<file path="src/rtl/cl_dmem_access.sv">
// Data-memory access stage: issues one load/store at a time over a valid/ready
// request channel, waits for load responses, and stalls the pipeline meanwhile.
module cl_dmem_access #(
  parameter int ADDR_W      = 32,
  parameter int TIMEOUT_CYC = 255
) (
  input  logic              clk,
  input  logic              reset,
  input  logic              issue_v_i,
  input  logic              is_load_op_i,
  input  logic              is_store_op_i,
  input  logic              is_mem_op_i,
  input  logic              is_byte_op_i,
  input  logic [ADDR_W-1:0] addr_i,
  input  logic [31:0]       store_data_i,
  output logic              dmem_req_v_o,
  input  logic              dmem_req_ready_i,
  output logic              dmem_req_we_o,
  output logic [ADDR_W-1:0] dmem_req_addr_o,
  output logic [31:0]       dmem_req_data_o,
  output logic [3:0]        dmem_req_mask_o,
  input  logic              dmem_resp_v_i,
  input  logic [31:0]       dmem_resp_data_i,
  output logic              stall_o,
  output logic              load_v_o,
  output logic [31:0]       load_data_o,
  output logic              store_done_o,
  output logic              err_misalign_o,
  output logic              err_timeout_o
);

  typedef enum logic [1:0] {
    IDLE      = 2'd0,
    REQ       = 2'd1,
    WAIT_RESP = 2'd2,
    DONE      = 2'd3
  } state_t;

  localparam int CNT_W = $clog2(TIMEOUT_CYC + 1);
  localparam logic [CNT_W-1:0] CNT_LAST = CNT_W'(TIMEOUT_CYC - 1);
  localparam logic [CNT_W-1:0] CNT_ONE  = CNT_W'(1);

  function automatic logic [3:0] lane_mask(input logic [1:0] lane);
    lane_mask = 4'b0001 << lane;
  endfunction

  // Little-endian byte pick with zero extension; lane 0 is bits 7:0.
  function automatic logic [31:0] lbu_extract(input logic [31:0] word, input logic [1:0] lane);
    case (lane)
      2'd0:    lbu_extract = {24'd0, word[7:0]};
      2'd1:    lbu_extract = {24'd0, word[15:8]};
      2'd2:    lbu_extract = {24'd0, word[23:16]};
      2'd3:    lbu_extract = {24'd0, word[31:24]};
      default: lbu_extract = 32'd0;
    endcase
  endfunction

  state_t           state_r;
  logic [CNT_W-1:0] cnt_r;
  logic             byte_r;
  logic [1:0]       lane_r;

  logic start_s;
  logic misalign_s;
  logic go_s;
  logic accept_s;
  logic timeout_hit_s;

  assign start_s       = issue_v_i & is_mem_op_i & (is_load_op_i | is_store_op_i);
  assign misalign_s    = start_s & ~is_byte_op_i & (addr_i[1:0] != 2'b00);
  assign go_s          = (state_r == IDLE) & start_s & ~misalign_s;
  assign accept_s      = dmem_req_v_o & dmem_req_ready_i;
  assign timeout_hit_s = (cnt_r == CNT_LAST);

  assign stall_o = go_s | (state_r == REQ) | (state_r == WAIT_RESP);

  // Access FSM with all request fields, result and status flags registered.
  always_ff @(posedge clk or posedge reset) begin
    if (reset) begin
      state_r         <= IDLE;
      cnt_r           <= '0;
      byte_r          <= 1'b0;
      lane_r          <= 2'b00;
      dmem_req_v_o    <= 1'b0;
      dmem_req_we_o   <= 1'b0;
      dmem_req_addr_o <= '0;
      dmem_req_data_o <= 32'd0;
      dmem_req_mask_o <= 4'd0;
      load_v_o        <= 1'b0;
      load_data_o     <= 32'd0;
      store_done_o    <= 1'b0;
      err_misalign_o  <= 1'b0;
      err_timeout_o   <= 1'b0;
    end else begin
      load_v_o     <= 1'b0;
      store_done_o <= 1'b0;
      case (state_r)
        IDLE: begin
          if (misalign_s) begin
            err_misalign_o <= 1'b1;
          end else if (go_s) begin
            // A store wins when both load and store decode bits are set.
            dmem_req_v_o    <= 1'b1;
            dmem_req_we_o   <= is_store_op_i;
            dmem_req_addr_o <= {addr_i[ADDR_W-1:2], 2'b00};
            dmem_req_mask_o <= is_byte_op_i ? lane_mask(addr_i[1:0]) : 4'hF;
            dmem_req_data_o <= is_byte_op_i ? {4{store_data_i[7:0]}} : store_data_i;
            byte_r          <= is_byte_op_i;
            lane_r          <= addr_i[1:0];
            cnt_r           <= '0;
            state_r         <= REQ;
          end else begin
            state_r <= IDLE;
          end
        end
        REQ: begin
          if (accept_s) begin
            dmem_req_v_o <= 1'b0;
            cnt_r        <= '0;
            if (dmem_req_we_o) begin
              store_done_o <= 1'b1;
              state_r      <= DONE;
            end else begin
              state_r <= WAIT_RESP;
            end
          end else if (timeout_hit_s) begin
            dmem_req_v_o  <= 1'b0;
            err_timeout_o <= 1'b1;
            if (dmem_req_we_o) begin
              store_done_o <= 1'b1;
            end else begin
              load_v_o    <= 1'b1;
              load_data_o <= 32'd0;
            end
            state_r <= DONE;
          end else begin
            cnt_r <= cnt_r + CNT_ONE;
          end
        end
        WAIT_RESP: begin
          if (dmem_resp_v_i) begin
            load_v_o    <= 1'b1;
            load_data_o <= byte_r ? lbu_extract(dmem_resp_data_i, lane_r) : dmem_resp_data_i;
            state_r     <= DONE;
          end else if (timeout_hit_s) begin
            err_timeout_o <= 1'b1;
            load_v_o      <= 1'b1;
            load_data_o   <= 32'd0;
            state_r       <= DONE;
          end else begin
            cnt_r <= cnt_r + CNT_ONE;
          end
        end
        DONE: begin
          state_r <= IDLE;
        end
        default: begin
          dmem_req_v_o <= 1'b0;
          state_r      <= IDLE;
        end
      endcase
    end
  end

endmodule
</file>
<file path="config.mk">
export PLATFORM = sky130hd
export DESIGN_NAME = cl_dmem_access
export DESIGN_NICKNAME = d
export VERILOG_FILES = /design/src/rtl/cl_dmem_access.sv
export SDC_FILE = /design/constraint.sdc
export NUM_CORES = 1
export LEC_CHECK = 0
export ABC_AREA = 1
export CAP_MARGIN = 25
export CORE_ASPECT_RATIO = 0.7
export CORE_MARGIN = 2
export CORE_UTILIZATION = 44
export DETAILED_ROUTE_END_ITERATION = 12
export HOLD_SLACK_MARGIN = 0.12
export PLACE_DENSITY = 0.9
export SETUP_SLACK_MARGIN = 0.05
export SLEW_MARGIN = 0
export SYNTH_ARGS = -nofsm -noshare
export SYNTH_HDL_FRONTEND = slang
export SYNTH_SLANG_ARGS = --single-unit
</file>
<file path="constraint.sdc">
create_clock -name clk -period 5.09 [get_ports clk]
set_input_delay 0.7635 -clock clk [delete_from_list [all_inputs] [get_ports clk]]
set_output_delay 0.7635 -clock clk [all_outputs]
set_load 0.005 [all_outputs]
</file>
==> results of run 1 <==
-- stage by stage --
step,worst slack (ns),instances,util [%],hold WS (ns),total power (W)
global route,1.46,1021,68.6,0.486,0.00231
detailed placement,1.65,989,63.6,0.458,0.00108
finish,1.61,1021,68.6,0.467,0.00223
floorplan,1.23,649,-,0.460,0.000978
global placement,1.71,989,63.6,0.450,0.00107
CTS,1.64,1021,68.6,0.472,0.00225
-- cells by family after synthesis --
kind of cell | share of synthesized area [%]
and+or+nand+nor | 26.8
DFF | 55.1
other | 0.0706
AOI/OAI and AO/OA | 10.7
xor gates and xnor gates | 0.330
buffers and inverters | 5.65
adders and majority gates | 1.41
-- routing by layer --
metal	wire (microns)	part of all wire, %	track usage, %
met1	6490	42	29.6
met2	7020	46	38.9
met3	1680	11	11.3
met4	126	0.82	7.47
met5	0	0	0
-- synth_stat cells, types with 5 or more instances --
library cell / instances
nand2_1: 292
dfrtp_1: 117
nor2_1: 46
a31oi_1: 25
inv_1: 25
o21ai_0: 24
a21oi_1: 20
o21ai_1: 19
nand3_1: 14
buf_2: 12
buf_4: 8
o21ai_2: 7
clkbuf_1: 6
ha_1: 6
inv_2: 5
-- sequential cells by signal, indices dropped and copies added, names as in the netlist --
register,count
load_v_o,1
err_timeout_o,1
dmem_req_addr_o,30
dmem_req_we_o,1
byte_r,1
cnt_r,8
lane_r,2
state_r,2
store_done_o,1
dmem_req_mask_o,4
err_misalign_o,1
dmem_req_data_o,32
dmem_req_v_o,1
load_data_o,32
-- power by group through the flow --
stage	Clock, W	Combinational, W	Sequential, W
floorplan	0	0.0000309	0.000947
global placement	0	0.000128	0.000947
detailed placement	0	0.000129	0.000947
CTS	0.00119	0.000129	0.000931
global route	0.00124	0.000140	0.000930
finish	0.00117	0.000128	0.000931
-- placed cells by master, fill, tap and decap left out, types with 2 or more instances in the layout --
cell             Yosys  layout
nor2_1              46      46
clkbuf_16            0      17
nand2_1            292     291
clkinv_2             0       3
conb_1               1       2
o21ai_1             19      19
ha_1                 6       6
o21ai_2              7       7
o21ai_0             24      24
bufinv_16            0       2
clkbuf_8             0       2
inv_2                5       5
clkinvlp_4           0       6
inv_1               25      24
a31oi_1             25      25
clkdlybuf4s50_1      0     209
nand3_1             14      14
nor2_4               3       3
nand2_2              4       5
dfrtp_1            117     117
buf_4                8       4
a21oi_1             20      20
-- path summary, 6_finish.rpt --
path	slack, ns	from	to
min reg2reg	0.47	dmem_req_addr_o[21]$_DFFE_PP0P_	dmem_req_addr_o[21]$_DFFE_PP0P_
max in group asynchronous	3.42	reset	cnt_r[5]$_DFFE_PP0P_
max	1.61	is_byte_op_i	stall_o
min in group asynchronous	0.71	reset	dmem_req_addr_o[20]$_DFFE_PP0P_
max reg2reg	2.65	state_r[1]$_DFFE_PP0N_	load_data_o[4]$_DFFE_PP0P_
min	0.47	dmem_req_addr_o[21]$_DFFE_PP0P_	dmem_req_addr_o[21]$_DFFE_PP0P_
-- critical path, cell delays in order --
cell             delay, ns
clkdlybuf4s50_1       0.73
inv_2                 0.30
o21ai_2               0.17
inv_2                 0.06
nor2_4                0.11
inv_2                 0.04
nand2_1               0.05
clkdlybuf4s50_1       0.49
-- cell type report --
| type | instances | area share [%] |
|---|---|---|
| Multi-Input combinational cell | 472 | 26.0 |
| Inverter | 30 | 1.43 |
| Sequential cell | 117 | 36.4 |
| Clock inverter | 12 | 1.60 |
| Tap cell | 157 | 2.44 |
| Clock buffer | 20 | 5.68 |
| Timing Repair Buffer | 213 | 26.4 |
==> impl_results.md, run 1 <==
* Status: finished clean
* Fillers at 940
* Root buffer cell: clkbuf_16
* CTS Buf Count at 17
* Vias at 5034
* I/O pin count at 212
* Netlist cell types at 29
* Flops & latches, synth at 117
* Switching Power at 0.000480 W
* Design Area, Final at 8040 sq um
* Gate power share at about 5.7%
* First drt pass iteration count at 4
* Skew final at 0.00924 ns
* Nature of the critical path startpoint: primary input
* Hold-critical path depth at 2
* Placed Area at 7450 sq um
* Synth top area share at 55.1%
* Chip width at 135 microns
* Max H-tree Level at 4
* Setup CP Type: in -> out
* Area of the multi-input gates at 2090 sq um
* Post-Syn Area at 5320 sq um
* Syn_area_per_cell at slightly above 8 sq um
* GP Congestion at 0.856
* Power Density at around 280 nW/um^2
* Largest net degree at the start of global routing at between 90 and 100
* Int Pwr at roughly 0.0018 W
* Total grt overflow at 0
* Number of buffers on the longest clock path at 2
* Routed wire length per instance at ~15 microns
* Post-layout min period at about 3.5 ns
* TritonCTS clock tree: built
* Post-detail-place hpwl at ~11 mm
* VDD IR-drop max at 229 uV
* Critical Path Fanout Max at 25
* Arrival @ worst endpoint at approximately 2.7 ns
* Ant diodes at 0
* Clk_lat worst skew at 0.40 ns
* Register area share after synthesis at 55.1%
* Hold_buf cts at 0
* Max-slew violation count at 0
* Reg2reg path depth at 9
* Max_cap viols at 0
* DIE HEIGHT at 96.0 microns
* DR iter-0 viols at 285
* Worst Tran Pin Value at 0.995 ns
* Flop pwr share at 41.7%
* Finish-stage setup viols at 0
* Register area at 2930 sq um
* Worst path required time at 4.33 ns
* Post-DRT Antenna Nets at 0
* Fin nets at roughly 960
* Leak Pwr at 3.81 nW
* Unrepaired setup endpoints after global routing: no
* Total Routing Usage GR at between 20% and 30%
* Placeable Area at 11700 sq um
* CP Capture Type: primary output
* Yosys Warn Count at 0
* Sw Share at a little over a fifth
* Async S/R FF share, synth at 100%
* Via/cell ratio at 4.93
* Setup bufs post-CTS at 0
* Clk pwr share at between 50% and 60%
* Dominant cell type by area after synthesis: dfrtp_1
* Clock-pin slew on the worst setup and hold paths at 0.05 ns
* Fin. Hold Viols at 0
* Mapped Cells at 648
* Max Fclk at ~290 MHz
* Top cells by area, synth: dfrtp_1 (55%), nand2_1 (21%), nor2_1 (3.2%)
* Layout area overhead at 51.3%
* Setup TNS at 0 ns
* Fraction of layout cells with a size suffix above 1 at 6.71%
* Number of flops mapped to enable cells by yosys at 0
* CTS-repair resized insts at 0
* Hold WC Path Type: reg -> reg
* First-pass GRT wire length at 24.3 mm
* Slew margin rel. at 33.4%
* Initial Util at 45.3%
* TritonCTS Sinks at 117
* Die area at 13000 sq um
* DRC violation count after routing at 0
* Initial antenna violation count at 0
* IO Port Bufs at 209
* Final Routed Wirelength at 15.3 mm
* Core Rows at 33
* Fin crit share at 68.5%
* Ys flop type: dfrtp_1
* Vias in the first global route at ~4900
Power figures use the tool's default switching activity.
==> run 2: changes to the inputs <==
==> constraint.sdc (replaced) <==
create_clock -name clk -period 3.61 [get_ports clk]
set_input_delay 0.5415 -clock clk [delete_from_list [all_inputs] [get_ports clk]]
set_output_delay 0.5415 -clock clk [all_outputs]
set_load 0.005 [all_outputs]
==> impl_results.md, run 2 (synthesis gave the netlist of run 1 again) <==
* Post-layout min period at 2.86 ns
* Worst Tran Pin Value at 0.926 ns (-0.0695 ns)
* Fin nets at 964 (+0.21%)
* CP Capture Type: primary output
* Total Routing Usage GR at 25.5% (+1.2 points)
* Number of buffers on the longest clock path at 2 (unchanged)
* Power Density at 417 nW/um^2 (+50%)
* Crit path largest cell delay at 0.50 ns (-0.23 ns)
* Setup TNS at 0 ns (unchanged)
* Nature of the critical path startpoint: primary input
* Die area at 13000 sq um (unchanged)
* Initial antenna violation count at 0 (unchanged)
* Hold WC Path Type: reg -> reg
* Worst path required time at 3.07 ns (-1.26 ns)
* Hold_buf cts at 0 (unchanged)
* Register area at 2930 sq um (unchanged)
* Setup bufs post-CTS at 0 (unchanged)
* GP Congestion at 0.851 (-0.58%)
* DR iter-0 viols at 286 (+0.35%)
* Core Rows at 33 (unchanged)
* TritonCTS clock tree: built
* Final Routed Wirelength at 16.0 mm (+4.7%)
* Layout area overhead at 53.2%
* Placeable Area at 11700 sq um (unchanged)
* Via/cell ratio at 4.99 (+1.3%)
* Area of the multi-input gates at 2090 sq um (unchanged)
* DIE HEIGHT at 96.0 microns (unchanged)
* Utilization after layout at 69.4% (+0.88 points)
* Largest regs: dmem_req_data_o (32), load_data_o (32), dmem_req_addr_o (30)
* Fraction of layout cells with a size suffix above 1 at 6.71% (unchanged)
* Critical Path Fanout Max at 25 (unchanged)
* IO Port Bufs at 209 (unchanged)
* Total grt overflow at 0 (unchanged)
* Max-slew violation count at 0 (unchanged)
* Chip width at 135 microns (unchanged)
* Max_cap viols at 0 (unchanged)
* Worst reg-to-reg setup slack at 1.35 ns (-1.30 ns)
* Max H-tree Level at 4 (unchanged)
* VDD IR-drop max at 301 uV (+31%)
* Critical-path top delay cell: clkdlybuf4s50_1
* Max Fclk at 349 MHz
* Clock-pin slew on the worst setup and hold paths at 0.05 ns (about the same)
* CTS-repair resized insts at 0 (unchanged)
* First-pass GRT wire length at 25.3 mm (+4.3%)
* Fillers at 887 (-5.6%)
* Setup CP Type: in -> out
* Cell chain of the critical path: clkdlybuf4s50_1 -> buf_4 -> inv_2 -> o21ai_2 -> inv_2 -> nor2_4 -> inv_2 -> nand2_1 -> clkdlybuf4s50_1
* Fin. Hold Viols at 0 (unchanged)
* I/O pin count at 212 (unchanged)
* Post-detail-place hpwl at 11.2 mm (+0.80%)
* Slew margin rel. at 38.2% (+4.8 points)
* Vias in the first global route at 5042 (+3.0%)
* Fin crit share at 79.3%
* Status: finished clean
* Routed wire length per instance at 15.7 microns (+4.7%)
* Final hold slack at 0.468 ns (+0.000526 ns)
* Initial Util at 45.3% (unchanged)
* Commonest non-fill, non-tap cell in the layout: nand2_1
* Vias at 5097 (+1.3%)
* Ant diodes at 0 (unchanged)
* Skew final at 0.00671 ns (-0.00253 ns)
* DRC violation count after routing at 0 (unchanged)
* Most used cell, CP: inv_2
* Post-DRT Antenna Nets at 0 (unchanged)
* Finish-stage setup viols at 0 (unchanged)
* Root buffer cell: clkbuf_16
* Unrepaired setup endpoints after global routing: no
* First drt pass iteration count at 5 (+1)
* Leak Pwr at 3.87 nW (+1.6%)
* Largest net degree at the start of global routing at 97 (unchanged)
* TritonCTS Sinks at 117 (unchanged)
* Most frequent cells in the layout: nand2_1 (291), clkdlybuf4s50_1 (209), dfrtp_1 (117)
* Arrival @ worst endpoint at 2.32 ns (-0.40 ns)
* Clk_lat worst skew at 0.40 ns (about the same)
* CTS Buf Count at 17 (unchanged)
run 2: cell types whose count changed in the layout (fill, tap and decap cells not counted):
cell / previous run / this run
buf_12: 0 / 1
buf_4: 4 / 5
bufinv_16: 2 / 6
clkinvlp_4: 6 / 2
inv_4: 1 / 0
inv_6: 1 / 0
run 2: final timing paths:
check / end / cells after the start / startpoint
hold / removal: dmem_req_data_o[6]$_DFFE_PP0P_ / 2 / dmem_req_data_o[6]$_DFFE_PP0P_
max in group asynchronous: dmem_req_addr_o[19]$_DFFE_PP0P_ / 3 / reset
setup / recovery: stall_o / 9 / is_byte_op_i
hold reg to reg: dmem_req_data_o[6]$_DFFE_PP0P_ / 2 / dmem_req_data_o[6]$_DFFE_PP0P_
setup reg to reg: dmem_req_data_o[14]$_DFFE_PP0P_ / 7 / state_r[0]$_DFFE_PP0N_
min in group asynchronous: dmem_req_addr_o[31]$_DFFE_PP0P_ / 2 / reset
run 2: per-stage QoR:
stage	cells	instance area, sq um	total power, W	setup WS [ns]
floorplan	649	5320	0.00138	1.64
global placement	991	7480	0.00152	0.817
detailed placement	991	7480	0.00152	0.769
CTS	1021	8140	0.00341	0.757
global route	1021	8140	0.00349	0.643
finish	1021	8140	0.00339	0.747
run 2: critical path: cells and delay by family:
kind                   cells  cell delay [ns]
and+or+nand+nor            2             0.17
AOI/OAI and AO/OA          1             0.16
buffers and inverters      6             1.43
run 2: area by class of cell:
type                            count  share of cell area [%]
Sequential cell                   117                    36.0
Tap cell                          157                    2.41
Multi-Input combinational cell    472                    25.7
Inverter                           30                    1.43
Clock buffer                       20                    5.61
Clock inverter                     10                    2.49
Timing Repair Buffer              215                    26.4
run 2: routing by layer:
layer / GRT usage, % / part of all wire (%)
met1: 31.1 / 42
met2: 41.8 / 46
met3: 9.64 / 10
met4: 9.72 / 1.8
met5: 0 / 0
run 2: power by group:
part | internal [W] | switching [W] | leakage (nW) | total [W]
Clock | 0.00132 | 0.000576 | 0.322 | 0.00190
Combinational | 0.000109 | 0.0000759 | 1.95 | 0.000185
Sequential | 0.00131 | 0 | 1.59 | 0.00131
Total | 0.00274 | 0.000652 | 3.87 | 0.00339
